## src/rtl/gcd_res_fifo.sv

```systemverilog
// gcd_res_fifo: in-order result buffer behind the GCD unit.
// Tags every accepted result with a wrapping sequence number.
module gcd_res_fifo #(
    parameter int WL    = 8,
    parameter int DEPTH = 4,
    parameter int SEQW  = 8,
    localparam int PW   = $clog2(DEPTH),
    localparam int CW   = $clog2(DEPTH) + 1
) (
    input  logic            clk,
    input  logic            rst,
    input  logic            in_val,
    output logic            in_rdy,
    input  logic [WL-1:0]   in_res,
    output logic            out_val,
    input  logic            out_rdy,
    output logic [WL-1:0]   out_res,
    output logic [SEQW-1:0] out_seq,
    output logic [CW-1:0]   count,
    output logic            full,
    output logic            empty
);

    logic [PW-1:0]   wp;
    logic [PW-1:0]   rp;
    logic [SEQW-1:0] seq_ctr;
    logic [WL-1:0]   mem_res [DEPTH];
    logic [SEQW-1:0] mem_seq [DEPTH];
    logic            enq;
    logic            deq;

    // Status flags and handshakes depend only on registered count,
    // so neither ready nor valid ever loops through the other side.
    assign full    = (count == CW'(DEPTH));
    assign empty   = (count == '0);
    assign in_rdy  = !full;
    assign out_val = !empty;
    assign enq     = in_val && in_rdy;
    assign deq     = out_val && out_rdy;
    assign out_res = mem_res[rp];
    assign out_seq = mem_seq[rp];

    // Storage array: write the tagged result at wp on enqueue.
    always_ff @(posedge clk) begin
        if (rst) begin
            for (int i = 0; i < DEPTH; i++) begin
                mem_res[i] <= '0;
                mem_seq[i] <= '0;
            end
        end else if (enq) begin
            mem_res[wp] <= in_res;
            mem_seq[wp] <= seq_ctr;
        end
    end

    // Pointers, occupancy and sequence counter; DEPTH is a power of
    // two so the pointers wrap naturally at their width.
    always_ff @(posedge clk) begin
        if (rst) begin
            wp      <= '0;
            rp      <= '0;
            count   <= '0;
            seq_ctr <= '0;
        end else begin
            if (enq) begin
                wp      <= wp + 1'b1;
                seq_ctr <= seq_ctr + 1'b1;
            end
            if (deq) begin
                rp <= rp + 1'b1;
            end
            unique case ({enq, deq})
                2'b10:   count <= count + 1'b1;
                2'b01:   count <= count - 1'b1;
                default: count <= count;
            endcase
        end
    end

endmodule

```

## config.mk

```make
export PLATFORM = sky130hd
export DESIGN_NAME = gcd_res_fifo
export DESIGN_NICKNAME = d
export VERILOG_FILES = /design/src/rtl/gcd_res_fifo.sv
export SDC_FILE = /design/constraint.sdc
export NUM_CORES = 1
export LEC_CHECK = 0
export ABC_CLOCK_PERIOD_IN_PS = 5700
export BUFFER_PORTS_ARGS = -buffer_cell sky130_fd_sc_hd__buf_2
export CAP_MARGIN = 5
export CELL_PAD_IN_SITES_DETAIL_PLACEMENT = 1
export CELL_PAD_IN_SITES_GLOBAL_PLACEMENT = 1
export CORE_ASPECT_RATIO = 0.5
export CORE_MARGIN = 3
export CORE_UTILIZATION = 45
export CTS_BUF_LIST = sky130_fd_sc_hd__clkbuf_8
export DETAILED_ROUTE_END_ITERATION = 6
export GPL_TIMING_DRIVEN = 0
export PLACE_DENSITY_LB_ADDON = 0.25
export SLEW_MARGIN = 5
export SYNTH_ARGS = -nofsm -noshare
export SYNTH_HDL_FRONTEND = slang
export SYNTH_SLANG_ARGS = --single-unit
```

## constraint.sdc

```tcl
create_clock -name clk -period 5.7 [get_ports clk]
set_input_delay 0.855 -clock clk [delete_from_list [all_inputs] [get_ports clk]]
set_output_delay 0.855 -clock clk [all_outputs]
set_load 0.1 [all_outputs]
```

Word level (Yosys, flattened, before mapping)
Memory sizes are Yosys's and may differ from the RTL's. A register that Yosys moved wholly into a read port is not among the register bits.
Index checks and enable logic that the tools add are counted.
{"block": "totals", "ff_bits": 15, "ram_bits": 64, "in_bits": 12, "out_inout_bits": 23, "n_memories": 2}
{"block": "classes", "add_sub_neg": 5, "n_eq_ne": 3, "mux": 16, "reduce_logical": 8}
{"name": "mem_res", "depth": 4, "width": 8, "rd": 1, "rd_ports_with_merged_regs": 1, "wr": 4, "line_no": "27", "source": "logic [WL-1:0] mem_res [DEPTH];"}
{"name": "mem_seq", "depth": 4, "width": 8, "rd": 1, "rd_ports_with_merged_regs": 1, "wr": 4, "line_no": "28", "source": "logic [SEQW-1:0] mem_seq [DEPTH];"}
{"op": "$mux W8", "n": 2}
{"op": "$reduce_or A8 Y1", "n": 2}
{"op": "$mux W2", "n": 6}
{"op": "$add A8 B1 Y8 const B", "n": 1}
{"op": "$mux W1", "n": 7}
{"op": "$pmux W3 S2", "n": 1}
{"op": "$add A2 B1 Y2 const B", "n": 2}
{"op": "$add A3 B1 Y3 const B", "n": 1}
{"op": "$eq A3 B3 Y1 const B", "n": 1}
{"op": "$logic_not A3 Y1", "n": 1}
{"op": "$sub A3 B1 Y3 const B", "n": 1}
{"op": "$eq A2 B1 Y1 const B", "n": 1}
{"op": "$eq A2 B2 Y1 const B", "n": 1}
{"op": "$logic_and A1 B1 Y1", "n": 2}
{"op": "$logic_not A1 Y1", "n": 2}
{"op": "$reduce_bool A2 Y1", "n": 1}

Longest topological paths before layout
{"block": "logic_depth", "depth_word": 8, "mapped_depth": 9}

Worst setup path before layout
Ideal clock, no wire load.
{"block": "synth_path", "path_kind": "reg2out", "from": "register count[0]", "to": "output port empty", "t_arrival_ps": 2520, "slack_ps": 2325, "stages_incl_launch_ff": 3, "path_buffers": 0, "cell_sequence": "dfxtp_1 -> or3_1 -> inv_1"}
{"block": "synth_between", "elab_chain_len": 1}
{"element": "start: declaration", "line_no": "19", "source": "output logic [CW-1:0] count,"}
{"element": "start signal: assignment", "line_no": "73", "source": "2'b10: count <= count + 1'b1;"}
{"element": "start signal: assignment", "line_no": "74", "source": "2'b01: count <= count - 1'b1;"}
{"element": "start signal: assignment", "line_no": "75", "source": "default: count <= count;"}
{"element": "$logic_not A3 Y1", "line_no": "35", "source": "assign empty = (count == '0);"}
{"element": "end: declaration", "line_no": "21", "source": "output logic empty"}
No other way between the ends.

==> summary.md <==
| Metric | Value |
|---|---|
| Outcome | finished clean |
| Pin count of the biggest net entering global routing | 17 |
| First-pass GRT wire length | 12200 µm |
| Dominant register cell in the synthesized netlist | sky130_fd_sc_hd__edfxtp_1 |
| Max capacitance violation total | 0 |
| Buffers inserted by post-CTS timing repair | 0 |
| Maximum count of clock buffers along a single path | 2 |
| Total placed cells including tap cells | 395 |
| Global routing usage on met1 | 21.9% |
| Router iterations before antenna repair | 6 |
| Maximum fanout along the worst path | 10 |
| Antenna violations before repair | 0 |
| Final Core Density | 54.6% |
| Aggregate routed wire length | 7460 µm |
| Number of rows created at floorplan | 22 |
| Gpl congestion | 0.757 |
| Number of antenna cells inserted | 0 |
| WP data arrival | 2.42 ns |
| Number of buffers created by CTS | 9 |
| # hold bufs at CTS | 0 |
| Vias in the first global route | 2364 |
| Sequential element share of the synthesized area | 62.6% |
| Net count reported at finish | 313 |
| Post-cts sizing count | 0 |
| Remaining antenna violation count after routing | 0 |
| Area of the core region | 7570 µm² |
| Startpoint-to-endpoint class of the critical path | reg2out |
| Comb power frac | 42.9% |
| R2R depth | 9 |
| Worst reg2reg endpoint | count[2]$_SDFFE_PP0P_ |
| HP Class | reg2reg |
| Number of sinks driven by the clock tree | 81 |
| Startpoint of the most critical hold path | rp[1]$_SDFFE_PP0P_ |
| Unrepaired setup endpoints after global routing | false |
| Endpoint type of the worst setup path | output pin |
| Net count of the mapped netlist | 267 |
| Y dimension of the die | 69.4 µm |
| Portion of the clock cycle consumed by the worst path in the final layout | 57.4% |
| Clock root buffer | sky130_fd_sc_hd__clkbuf_8 |
| Via total after detailed routing | 2148 |
| Final count of pins violating max slew | 0 |
| PwrDens | 482 nW/µm² |
| Net Sw Frac | 45.6% |
| Horizontal die dimension | 133 µm |
| Most Used Layer, Global Route | met2 |
| Clock latency on the worst-skew pair | 0.36 ns |
| WL/cell | 18.2 µm |
| Count of filler cells inserted in the layout | 775 |
| Starting density of the core | 47.8% |
| Final cell count without fillers | 410 |
| CTS clk-pin slew, worst paths | 0.07 ns |
| Worst setup slack after placement | 2.81 ns |
| Number of design rule violations left after detail routing | 0 |
| Routing usage on met2 | 28.9% |
| Max Clk Rate | 306 MHz |
| PortBufs | 33 |
| Reg power frac | 36.8% |
| Total net switching power | 0.000909 W |
| IO Count | 35 |
| Cell area after technology mapping | 3610 µm² |
| EDFF count, synth | 64 |
| Synthesized area divided by synthesized cell count | 14.3 µm² |
| Reg2reg setup slack | 3.34 ns |
| Layout-stage area growth over the synthesis result | 14.4% |
| Worst-case clock skew | 0.00872 ns |
| Worst hold slack across all endpoints | 0.546 ns |
| Final period demand of the worst path | 3.27 ns |
| Met3 Use GR | 7.90% |
| Clock tree from TritonCTS | done |
| Worst slew margin | 43.9% |
| Pin slew with the least headroom to its limit | 0.842 ns |
| Proportion of register bits with asynchronous set or reset after synthesis | 0% |
| Yosys warns | 0 |
| Count of cell types in the netlist | 35 |
| LEAKAGE | 1.58 nW |
| Overall fraction of global-route tracks in use | 17.8% |
| Fin. Hold Viols | 0 |
| Clock power frac | 20.3% |
| Total internal power | 0.00108 W |
| Die area | 9210 µm² |
| Vias per std cell | 5.24 |
| Start of the worst register-to-register path | count[2]$_SDFFE_PP0P_ |
| Fraction of layout cells with a size suffix above 1 | 27.5% |
| Post-synthesis register bit count | 81 |
| Launching element type of the critical path | flip-flop |
| # setup viols final | 0 |
| TNS Setup | 0 ns |
| Post-route setup slack | 2.43 ns |
| Required time of the critical path | 4.85 ns |
| Cells after synthesis | 252 |
| H-Tree Depth | 3 |
| Total overflow reported by the global router | 0 |
| Detailed placement HPWL | 4990 µm |
| Maximum vdd ir drop | 0.000611 V |
| DRT iter0 DRCs | 81 |
| Depth of the worst hold-timing path | 2 |
-- cell type report --
class	instances	area [µm²]	area share, %
buffer	15	83.8	2.03
clock buffer	9	124	2.99
clock inverter	6	60.1	1.45
inverter	7	28.8	0.696
multi-input combinational	149	1250	30.2
sequential	81	2260	54.7
tap	108	135	3.27
timing repair buffer	35	195	4.72
-- power groups by stage --
stage / Clock (W) / Combinational (W) / Sequential, W
CTS: 0.000413 / 0.000866 / 0.000735
global route: 0.000437 / 0.000907 / 0.000741
floorplan: 0 / 0.000675 / 0.000800
detailed placement: 0 / 0.000864 / 0.000748
global placement: 0 / 0.000851 / 0.000744
finish: 0.000403 / 0.000855 / 0.000734
-- registers in the layout, indices dropped and copies added, names as in the netlist, named ones only --
register	cells
mem_res	32
mem_seq	32
seq_ctr	8
count	3
rp	2
wp	2
-- per-layer routing --
layer	wire length [µm]	up-vias
met5	0	-
met4	74	0
met2	3640	44
met3	367	8
li1	-	1011
met1	3380	1085
-- synthesized netlist by cell type, drive strengths merged (3+ instances only) --
| master | instances | share of area, % |
|---|---|---|
| or4 | 3 | 0.62 |
| and2 | 64 | 11 |
| or3 | 6 | 1.0 |
| xor2 | 4 | 0.97 |
| edfxtp | 64 | 53 |
| buf | 11 | 1.9 |
| inv | 7 | 0.80 |
| a21oi | 10 | 1.4 |
| dfxtp | 17 | 9.4 |
| o21ai | 6 | 0.83 |
| nor2 | 8 | 0.83 |
| clkbuf | 4 | 0.42 |
| nand4 | 3 | 0.52 |
| mux4 | 16 | 10 |
| o31ai | 4 | 0.83 |
| nand3 | 5 | 0.69 |
-- layout by cell type, fill, tap and decap left out, types with 2 or more instances in the layout --
cell type	synthesis	layout
sky130_fd_sc_hd__and2_1	64	64
sky130_fd_sc_hd__edfxtp_1	64	64
sky130_fd_sc_hd__buf_2	7	40
sky130_fd_sc_hd__dfxtp_1	17	17
sky130_fd_sc_hd__mux4_2	16	16
sky130_fd_sc_hd__a21oi_1	10	10
sky130_fd_sc_hd__clkbuf_8	0	9
sky130_fd_sc_hd__nor2_1	8	8
sky130_fd_sc_hd__inv_1	6	6
sky130_fd_sc_hd__or3_1	6	6
sky130_fd_sc_hd__o21ai_0	6	6
sky130_fd_sc_hd__nand3_1	5	5
sky130_fd_sc_hd__o31ai_1	4	4
sky130_fd_sc_hd__clkbuf_1	4	4
sky130_fd_sc_hd__xor2_1	4	4
sky130_fd_sc_hd__nand4_1	3	3
sky130_fd_sc_hd__or4_1	3	3
sky130_fd_sc_hd__buf_6	2	2
sky130_fd_sc_hd__nand2_1	2	2
sky130_fd_sc_hd__nand2b_1	2	2
sky130_fd_sc_hd__o21bai_2	0	2
sky130_fd_sc_hd__nor2b_1	2	2
sky130_fd_sc_hd__ha_1	2	2
sky130_fd_sc_hd__clkinv_2	0	2
sky130_fd_sc_hd__buf_8	0	2
-- worst max-delay path by stage --
stage,from,to,slack [ns],depth (start not counted)
6_report,flip-flop,out_seq[6],2.43,4
3_5_place_dp,flip-flop,out_seq[6],2.81,4
5_1_grt,flip-flop,out_res[0],2.30,4
2_1_floorplan,count[0]$_SDFFE_PP0P_,empty,2.33,2
3_3_place_gp,in_val,mem_res[2][5]$_SDFFCE_PN0P_,2.68,3
4_1_cts,flip-flop,out_seq[6],2.39,4
-- worst max-delay path, cell delays in order, from the launching register on --
cell	delay [ns]
sky130_fd_sc_hd__dfxtp_1	0.31
sky130_fd_sc_hd__clkbuf_1	0.41
sky130_fd_sc_hd__clkbuf_1	0.56
sky130_fd_sc_hd__mux4_2	0.34
sky130_fd_sc_hd__buf_2	0.43
-- stage by stage --
stage	total power [W]	instance area [µm²]
floorplan	0.00148	3610
global placement	0.00160	3920
detailed placement	0.00161	3950
CTS	0.00201	4140
global route	0.00208	4140
finish	0.00199	4140
-- kinds of logic after synthesis --
kind of cell / count (synthesis) / share of synthesized area, %
simple gates: 100 / 17.6
flops: 81 / 62.6
compound gates: 25 / 4.19
buf+inv: 22 / 3.12
mux: 17 / 10.3
xor+xnor: 4 / 0.969
fa+ha+maj: 3 / 1.25
(Power assumes the default switching activity.)
